[src/rtl/countdown_timer_if.sv]
// ---------------------------------------------------------------------------
// countdown_timer_if
//
// Purpose:
//   Bundles the control and status signals of the per-turn countdown timer.
//   The game FSM or software uses the master side. The timer uses the slave
//   side.
//
// Signals:
//   load      master -> slave   capture load_val and return to IDLE
//   load_val  master -> slave   turn length, WIDTH bits
//   start     master -> slave   begin counting from IDLE, or resume from PAUSED
//   pause     master -> slave   freeze counting while running
//   count     slave  -> master  remaining value, registered
//   busy      slave  -> master  high while running or paused
//   expired   slave  -> master  one-cycle pulse when the count reaches zero
//   done      slave  -> master  level, high until the next load or reset
// ---------------------------------------------------------------------------
interface countdown_timer_if #(
    parameter int WIDTH = 4
);

    logic             load;
    logic [WIDTH-1:0] load_val;
    logic             start;
    logic             pause;
    logic [WIDTH-1:0] count;
    logic             busy;
    logic             expired;
    logic             done;

    // The game FSM or software drives the controls and observes the status.
    modport master (
        output load,
        output load_val,
        output start,
        output pause,
        input  count,
        input  busy,
        input  expired,
        input  done
    );

    // The timer observes the controls and drives the status.
    modport slave (
        input  load,
        input  load_val,
        input  start,
        input  pause,
        output count,
        output busy,
        output expired,
        output done
    );

endinterface

[src/rtl/countdown_timer.sv]
// ---------------------------------------------------------------------------
// countdown_timer
//
// Purpose:
//   A loadable, prescaled down counter used as the per-turn timer in the
//   battleship game. It is the counterpart of up_counter. A turn length is
//   loaded and then started. The count drops by one every PRESCALE clocks.
//   Counting can be paused, for example while a shot animation plays, and
//   later resumed without losing partial prescale progress. When the count
//   reaches zero the timer pulses expired once and then holds done.
//
// Parameters:
//   WIDTH     width of count and load_val
//   PRESCALE  clocks per decrement, from 1 to 256 (8-bit prescaler)
//
// Ports:
//   clk        system clock, rising edge
//   rst        asynchronous reset, active high
//   timer_bus  countdown_timer_if.slave
//                in : load, load_val, start, pause
//                out: count, busy, expired, done (all registered)
// ---------------------------------------------------------------------------
module countdown_timer #(
    parameter int WIDTH    = 4,
    parameter int PRESCALE = 4
) (
    input  logic                  clk,
    input  logic                  rst,
    countdown_timer_if.slave      timer_bus
);

    // Reject parameter values the 8-bit prescaler cannot represent.
    if (PRESCALE < 1 || PRESCALE > 256) begin : g_bad_prescale
        $error("countdown_timer: PRESCALE must be in 1..256");
    end
    if (WIDTH < 1) begin : g_bad_width
        $error("countdown_timer: WIDTH must be at least 1");
    end

    localparam logic [7:0]       PRESCALE_LAST = 8'(PRESCALE - 1);
    localparam logic [WIDTH-1:0] COUNT_ONE     = WIDTH'(1);

    typedef enum logic [1:0] {
        IDLE   = 2'd0,
        RUN    = 2'd1,
        PAUSED = 2'd2,
        DONE   = 2'd3
    } state_t;

    // Local copies of the interface inputs.
    logic             load_i;
    logic [WIDTH-1:0] load_val_i;
    logic             start_i;
    logic             pause_i;

    assign load_i     = timer_bus.load;
    assign load_val_i = timer_bus.load_val;
    assign start_i    = timer_bus.start;
    assign pause_i    = timer_bus.pause;

    state_t           state_q,    state_d;
    logic [WIDTH-1:0] count_q,    count_d;
    logic [7:0]       prescale_q, prescale_d;
    logic             expired_q,  expired_d;
    logic             busy_q,     busy_d;
    logic             done_q,     done_d;

    // State register.
    // Every status output is its own flop, so the outputs change only on a
    // clock edge. The asynchronous reset clears everything at once, without
    // waiting for an edge.
    always_ff @(posedge clk or posedge rst) begin
        if (rst) begin
            state_q    <= IDLE;
            count_q    <= '0;
            prescale_q <= '0;
            expired_q  <= 1'b0;
            busy_q     <= 1'b0;
            done_q     <= 1'b0;
        end else begin
            state_q    <= state_d;
            count_q    <= count_d;
            prescale_q <= prescale_d;
            expired_q  <= expired_d;
            busy_q     <= busy_d;
            done_q     <= done_d;
        end
    end

    // Next-state logic.
    // The timer takes at most one action per edge, in priority order
    // load > pause > start. A pause beats start in every state, so a start
    // that arrives together with pause does nothing. expired_d defaults to 0,
    // which makes expired a single-cycle pulse: it is set only on the edge
    // that enters DONE.
    always_comb begin
        state_d    = state_q;
        count_d    = count_q;
        prescale_d = prescale_q;
        expired_d  = 1'b0;

        if (load_i) begin
            // A load aborts any activity and clears done. It never raises
            // expired.
            state_d    = IDLE;
            count_d    = load_val_i;
            prescale_d = '0;
        end else begin
            unique case (state_q)
                IDLE: begin
                    if (!pause_i && start_i) begin
                        if (count_q == '0) begin
                            // A zero turn length expires on the start edge.
                            state_d   = DONE;
                            expired_d = 1'b1;
                        end else begin
                            state_d    = RUN;
                            prescale_d = '0;
                        end
                    end
                end

                RUN: begin
                    if (pause_i) begin
                        state_d = PAUSED;
                    end else if (prescale_q == PRESCALE_LAST) begin
                        // The prescaler wraps on the PRESCALE-th edge spent
                        // in RUN. That edge also performs the decrement.
                        prescale_d = '0;
                        if (count_q == COUNT_ONE) begin
                            count_d   = '0;
                            state_d   = DONE;
                            expired_d = 1'b1;
                        end else if (count_q == '0) begin
                            // Defensive case: RUN is never entered with a
                            // zero count. Finish without wrapping.
                            state_d = DONE;
                        end else begin
                            count_d = count_q - COUNT_ONE;
                        end
                    end else begin
                        prescale_d = prescale_q + 8'd1;
                    end
                end

                PAUSED: begin
                    // The prescaler value is held, so on resume the partial
                    // progress toward the next decrement is kept.
                    if (!pause_i && start_i) begin
                        state_d = RUN;
                    end
                end

                DONE: begin
                    count_d = '0;
                end

                default: begin
                    state_d    = IDLE;
                    count_d    = '0;
                    prescale_d = '0;
                end
            endcase
        end
    end

    // busy and done are decoded from the next state and then registered,
    // so they are clean flop outputs that line up with the state register.
    always_comb begin
        busy_d = (state_d == RUN) || (state_d == PAUSED);
        done_d = (state_d == DONE);
    end

    assign timer_bus.count   = count_q;
    assign timer_bus.busy    = busy_q;
    assign timer_bus.expired = expired_q;
    assign timer_bus.done    = done_q;

`ifndef SYNTHESIS
    // expired is a pulse. It can never be high on two consecutive cycles.
    a_expired_single : assert property (
        @(posedge clk) disable iff (rst) expired_q |=> !expired_q
    );

    // Once finished, the remaining count reads zero.
    a_done_zero : assert property (
        @(posedge clk) disable iff (rst) done_q |-> (count_q == '0)
    );

    // The timer is never busy and done at the same time.
    a_busy_done_excl : assert property (
        @(posedge clk) disable iff (rst) !(busy_q && done_q)
    );
`endif

endmodule

[src/flat_wrapper.sv]
// flat-port wrapper written by rule: the top's interface ports become plain ports
module countdown_timer_flat 
#(
    parameter int WIDTH    = 4,
    parameter int PRESCALE = 4
)
  (clk, rst, timer_bus_load, timer_bus_load_val, timer_bus_start, timer_bus_pause, timer_bus_count, timer_bus_busy, timer_bus_expired, timer_bus_done);
  countdown_timer_if #(.WIDTH(WIDTH)) timer_bus_i ();
  input  logic clk;
  input  logic rst;
  input wire logic [$bits(timer_bus_i.load)-1:0] timer_bus_load;
  input wire logic [$bits(timer_bus_i.load_val)-1:0] timer_bus_load_val;
  input wire logic [$bits(timer_bus_i.start)-1:0] timer_bus_start;
  input wire logic [$bits(timer_bus_i.pause)-1:0] timer_bus_pause;
  output wire logic [$bits(timer_bus_i.count)-1:0] timer_bus_count;
  output wire logic [$bits(timer_bus_i.busy)-1:0] timer_bus_busy;
  output wire logic [$bits(timer_bus_i.expired)-1:0] timer_bus_expired;
  output wire logic [$bits(timer_bus_i.done)-1:0] timer_bus_done;
  assign timer_bus_i.load = timer_bus_load;
  assign timer_bus_i.load_val = timer_bus_load_val;
  assign timer_bus_i.start = timer_bus_start;
  assign timer_bus_i.pause = timer_bus_pause;
  assign timer_bus_count = timer_bus_i.count;
  assign timer_bus_busy = timer_bus_i.busy;
  assign timer_bus_expired = timer_bus_i.expired;
  assign timer_bus_done = timer_bus_i.done;
  countdown_timer #(.WIDTH(WIDTH), .PRESCALE(PRESCALE)) u_core (.clk(clk), .rst(rst), .timer_bus(timer_bus_i));
endmodule
[config.mk]
export PLATFORM = sky130hd
export DESIGN_NAME = countdown_timer_flat
export DESIGN_NICKNAME = d
export VERILOG_FILES = /design/src/rtl/countdown_timer_if.sv /design/src/rtl/countdown_timer.sv /design/src/flat_wrapper.sv
export SDC_FILE = /design/constraint.sdc
export NUM_CORES = 1
export LEC_CHECK = 0
export BUFFER_PORTS_ARGS = -buffer_cell sky130_fd_sc_hd__buf_2
export CAP_MARGIN = 20
export CORE_MARGIN = 2
export CORE_UTILIZATION = 49
export DETAILED_ROUTE_END_ITERATION = 8
export GPL_ROUTABILITY_DRIVEN = 0
export PLACE_DENSITY = 0.73
export SLEW_MARGIN = 25
export SYNTH_ARGS = -nofsm -noshare
export SYNTH_HDL_FRONTEND = slang
export SYNTH_SLANG_ARGS = --single-unit
[constraint.sdc]
create_clock -name clk -period 1.9 [get_ports clk]
set_clock_uncertainty 0.05 [all_clocks]
set_input_delay 0.095 -clock clk [delete_from_list [all_inputs] [get_ports clk]]
set_output_delay 0.095 -clock clk [all_outputs]
set_load 0.02 [all_outputs]
# Word level (Yosys, flattened, before mapping)
# Index checks and enable logic that the tools add are counted.
# word_totals
ff_bits	17
wordCells	58
output_inout_bits	7
input_bits	9
# classes
n_mux	28
eq_ne	13
addsub	2
reduce_logical	9
# ops
cell	n
$mux W8	5
$mux W4	5
$mux W2	8
$pmux W8 S2	1
$add A8 B1 Y8 const B	1
$eq A2 B2 Y1 const B	4
$eq A8 B2 Y1 const B	1
$pmux W4 S2	1
$reduce_and A4 Y1	2
$mux W1	6
$ne A3 B2 Y1 const B	2
$ne A3 B3 Y1 const B	2
$pmux W2 S3	1
$reduce_bool A3 Y1	2
$eq A2 B1 Y1 const B	2
$eq A4 B1 Y1 const B	1
$logic_not A4 Y1	1
$ne A4 B3 Y1 const B	1
$sub A4 B1 Y4 const B	1
$logic_not A2 Y1	1
$pmux W1 S2	1
$logic_and A1 B1 Y1	1
$logic_not A1 Y1	1
$logic_or A1 B1 Y1	1

# Longest topological paths before layout
# depth
ltp_word	9
mapped_depth	7
mapped_depth_nobuf	6

# Worst setup path after synthesis
# OpenSTA, ideal clock, no wires.
# synth_path
path_kind	reg2reg
startpoint	register u_core.count_q[0], in the netlist u_core.timer_bus.count[0]
endpoint	register u_core.busy_q, in the netlist u_core.timer_bus.busy
setup_ps	126
t_required_ps	1724
synth_period_minus_slack_ps	2196
arrival_ps	2020
n_path_buf	0
slack_ps	-296
stages_incl_launch_ff	7
path_cell_list	dfrtp_1 > inv_1 > ha_1 > or3b_4 > or4b_1 > a21oi_1 > ha_1
# synth_between
elab_chain_len	9
word_cells_on_any_way	13
cone_classes	eq/ne: 3; mux: 8; reduce/logical: 2
# synth_rtl
element	line	text
start: declaration	countdown_timer.sv:62	logic [WIDTH-1:0] count_q, count_d;
start signal: assignment	countdown_timer.sv:82	count_q <= count_d;
$logic_not A4 Y1	countdown_timer.sv:112, countdown_timer.sv:134	
$mux W2	countdown_timer.sv:134	end else if (count_q == '0) begin
$mux W2	countdown_timer.sv:130	if (count_q == COUNT_ONE) begin
$mux W2	countdown_timer.sv:126	end else if (prescale_q == PRESCALE_LAST) begin
$mux W2	countdown_timer.sv:124	if (pause_i) begin
$pmux W2 S3 (*)	countdown_timer.sv:109	unique case (state_q)
$mux W2 (*)	countdown_timer.sv:102	if (load_i) begin
via u_core.state_d[1]	countdown_timer.sv:61	state_t state_q, state_d;
$eq A2 B1 Y1 / $eq A2 B2 Y1 (equally long branches)	countdown_timer.sv:170	busy_d = (state_d == RUN) || (state_d == PAUSED);
$logic_or A1 B1 Y1 (*)	countdown_timer.sv:170	
via u_core.busy_d	countdown_timer.sv:65	logic busy_q, busy_d;
end signal: assignment	countdown_timer.sv:85	busy_q <= busy_d;
end: declaration	countdown_timer.sv:65	
# Mark *: on every way through the listed nets, which the timed path passes. The rest lies on a longest branch.
# A chain may end at the register's enable or synchronous reset.

# Final worst setup path
# layout_path
startpoint	register u_core.count_q[1], in the netlist u_core.timer_bus.count[1]
endpoint	register u_core.busy_q, in the netlist u_core.timer_bus.busy
# The elaborated chain is that of the path after synthesis.

==> reports/metrics.cfg <==
[logic_synthesis]
synth_edf_count=0
ys_seq_area_share_pct=40.7
yosys_warnings=0
synth_nets=119
synth-seq-cells=17
ys.flop_type=dfrtp_1
yosys.cell_types.count=41
async_reset_ff_share_pct=100
synth_cells=106
avgSynthCellArea_um2=9.87
syn_area_um2=1050

[global_routing]
grt_pass1_wl_um=4100
grt_max_degree=18
grt_use_total_pct=21.1
antenna_found_initial=0
grt_overflow=0
grt_pass1_vias=947

[clocking]
htree_levels=1
ctsLongestPathBuffers=2
cts_buffers=3
clk_latency_ns=0.30
clk_pin_slew_ns=0.10
cts.root.buffer_cell=clkbuf_4
cts_tree=done
clock-sinks=17

[power]
power_uw=787
p_leak_nw=0.652
vdd_drop_max_v=0.000489
power-per-cell-area_nw_per_um2=541

[detailed_routing]
vias=1052
wl_met2_um=1350
dr_wl_met3_um=121
drt_first_pass_iters=4
wire_per_inst_um=15.0
first_iter_violations=18
top_layer=met4
drc_errors=0
wirelength_um=2640
viasPerCell=5.98
postRouteAntennaNets=0
wl_met1_um=1120

[worst_setup_path]
cp-end-kind=flip-flop
crit_path_max_fanout=2
worstSetupPathType=reg -> reg
required_ns=2.04
start_kind=flip-flop
arrival_ns=2.18

[sta]
max_slew_margin_pct=56.1
min_period_over_period_pct=107
worstMarginPinSlew_ns=0.657
period_needed_ns=2.04
fin_tns_setup_ns=-0.700
fmax_mhz=490
rsz0062_at_grt=true
setup_slack_ns=-0.139
setup_viol=11
timing_hold_violations_final=0
report.final.slew_viol_count=0
holdWs_ns=0.00213

[die]
core_um2=1980
die_w_um=50.2
rows=16
start_util_pct=52.8
fp.dieH_um=50.2
die_area_um2=2520
ios=16

[placement]
place_area_um2=1270
hpwl_um=1690
io_buffers=15
dp_cells=161
dp_slack_ns=-0.161

[cells_and_area]
finalInstanceArea_um2=1460
fin_cells=176
area_delta_synth_final_pct=39.1
final_cell_mix=buf_4, buf_2, dfrtp_1
final_util_pct=73.4
antenna_cells=0
n_fill_cell=148
fin_nets=163
final_common_cell=buf_4
drive_above_1_share_pct=45.6

[run_status]
violations=negative setup slack
status=finished, violations left

[min_path]
hp-class=in -> reg

[job]
drv_cap=0

-- logic make-up after synthesis --
logic type / Yosys count / synth area share [%]
AND/OR/NAND/NOR: 41 / 24.4
AO/OA/AOI/OAI: 34 / 26.1
flip-flops: 17 / 40.7
buffers and inverters: 10 / 4.07
adder cells (fa/ha/maj): 4 / 4.78
-- path summary, 6_finish.rpt --
path,startpoint,cells after the start,slack [ns],to
min,timer_bus_load_val[0],2,0.002,u_core.timer_bus.count[0]$_DFFE_PP0P_
min in group asynchronous,rst,3,0.37,u_core.timer_bus.done$_DFF_PP0_
max,u_core.timer_bus.count[1]$_DFFE_PP0P_,6,-0.14,u_core.timer_bus.busy$_DFF_PP0_
max in group asynchronous,rst,3,0.97,u_core.timer_bus.count[1]$_DFFE_PP0P_
min reg2reg,u_core.prescale_q[7]$_DFFE_PP0P_,1,0.54,u_core.prescale_q[7]$_DFFE_PP0P_
max reg2reg,u_core.timer_bus.count[1]$_DFFE_PP0P_,6,-0.14,u_core.timer_bus.busy$_DFF_PP0_
-- Yosys cell counts, types with 3 or more instances --
master	n	area (um^2)
a31oi_1	10	62.6
dfrtp_1	17	425
nand3_1	5	25.0
inv_1	5	18.8
nor3_1	3	15.0
a21oi_1	4	20.0
nor2_1	3	11.3
nand2_1	10	37.5
and3_1	5	31.3
or2b_1	3	22.5
ha_1	4	50.1
-- where the power goes --
| group | internal, mW | switching (mW) | total [mW] |
|---|---|---|---|
| Clock | 0.0785 | 0.123 | 0.201 |
| Sequential | 0.377 | 0.0122 | 0.389 |
| Combinational | 0.0905 | 0.107 | 0.197 |
-- registers in the layout, summed over array words and instances, names as in the netlist --
| signal | count |
|---|---|
| u_core.state_q | 2 |
| u_core.prescale_q | 8 |
| u_core.timer_bus.expired | 1 |
| u_core.timer_bus.busy | 1 |
| u_core.timer_bus.done | 1 |
| u_core.timer_bus.count | 4 |
-- critical path: stages, from the launching register on --
cell and delay (ns):
dfrtp_2 0.43, inv_2 0.08, ha_4 0.12, or3b_4 0.38, or4b_4 0.51, a21oi_4 0.14, ha_1 0.23
-- routing by layer --
metal	up-vias	global-route usage [%]
met4	0	6.94
li1	503	-
met2	39	36.8
met3	7	3.87
met1	503	26.0
met5	-	0
-- layout make-up --
cell class	count	area (um^2)	area share, %
multi-input cells	80	653	44.9
inverters	6	22.5	1.55
clock inverters	1	5.00	0.344
repair buffers	42	290	19.9
clock buffers	3	22.5	1.55
flip-flops and latches	17	428	29.4
well taps	27	33.8	2.32
-- timing repair --
item	in CTS	in global routing
endpoints found under the hold margin	18	0
gates resized for setup	3	9
gates cloned	0	1
setup buffers	3	6
hold buffers	2	0
setup endpoints to repair	12	15
pin swaps	0	12
(Power assumes the default switching activity.)
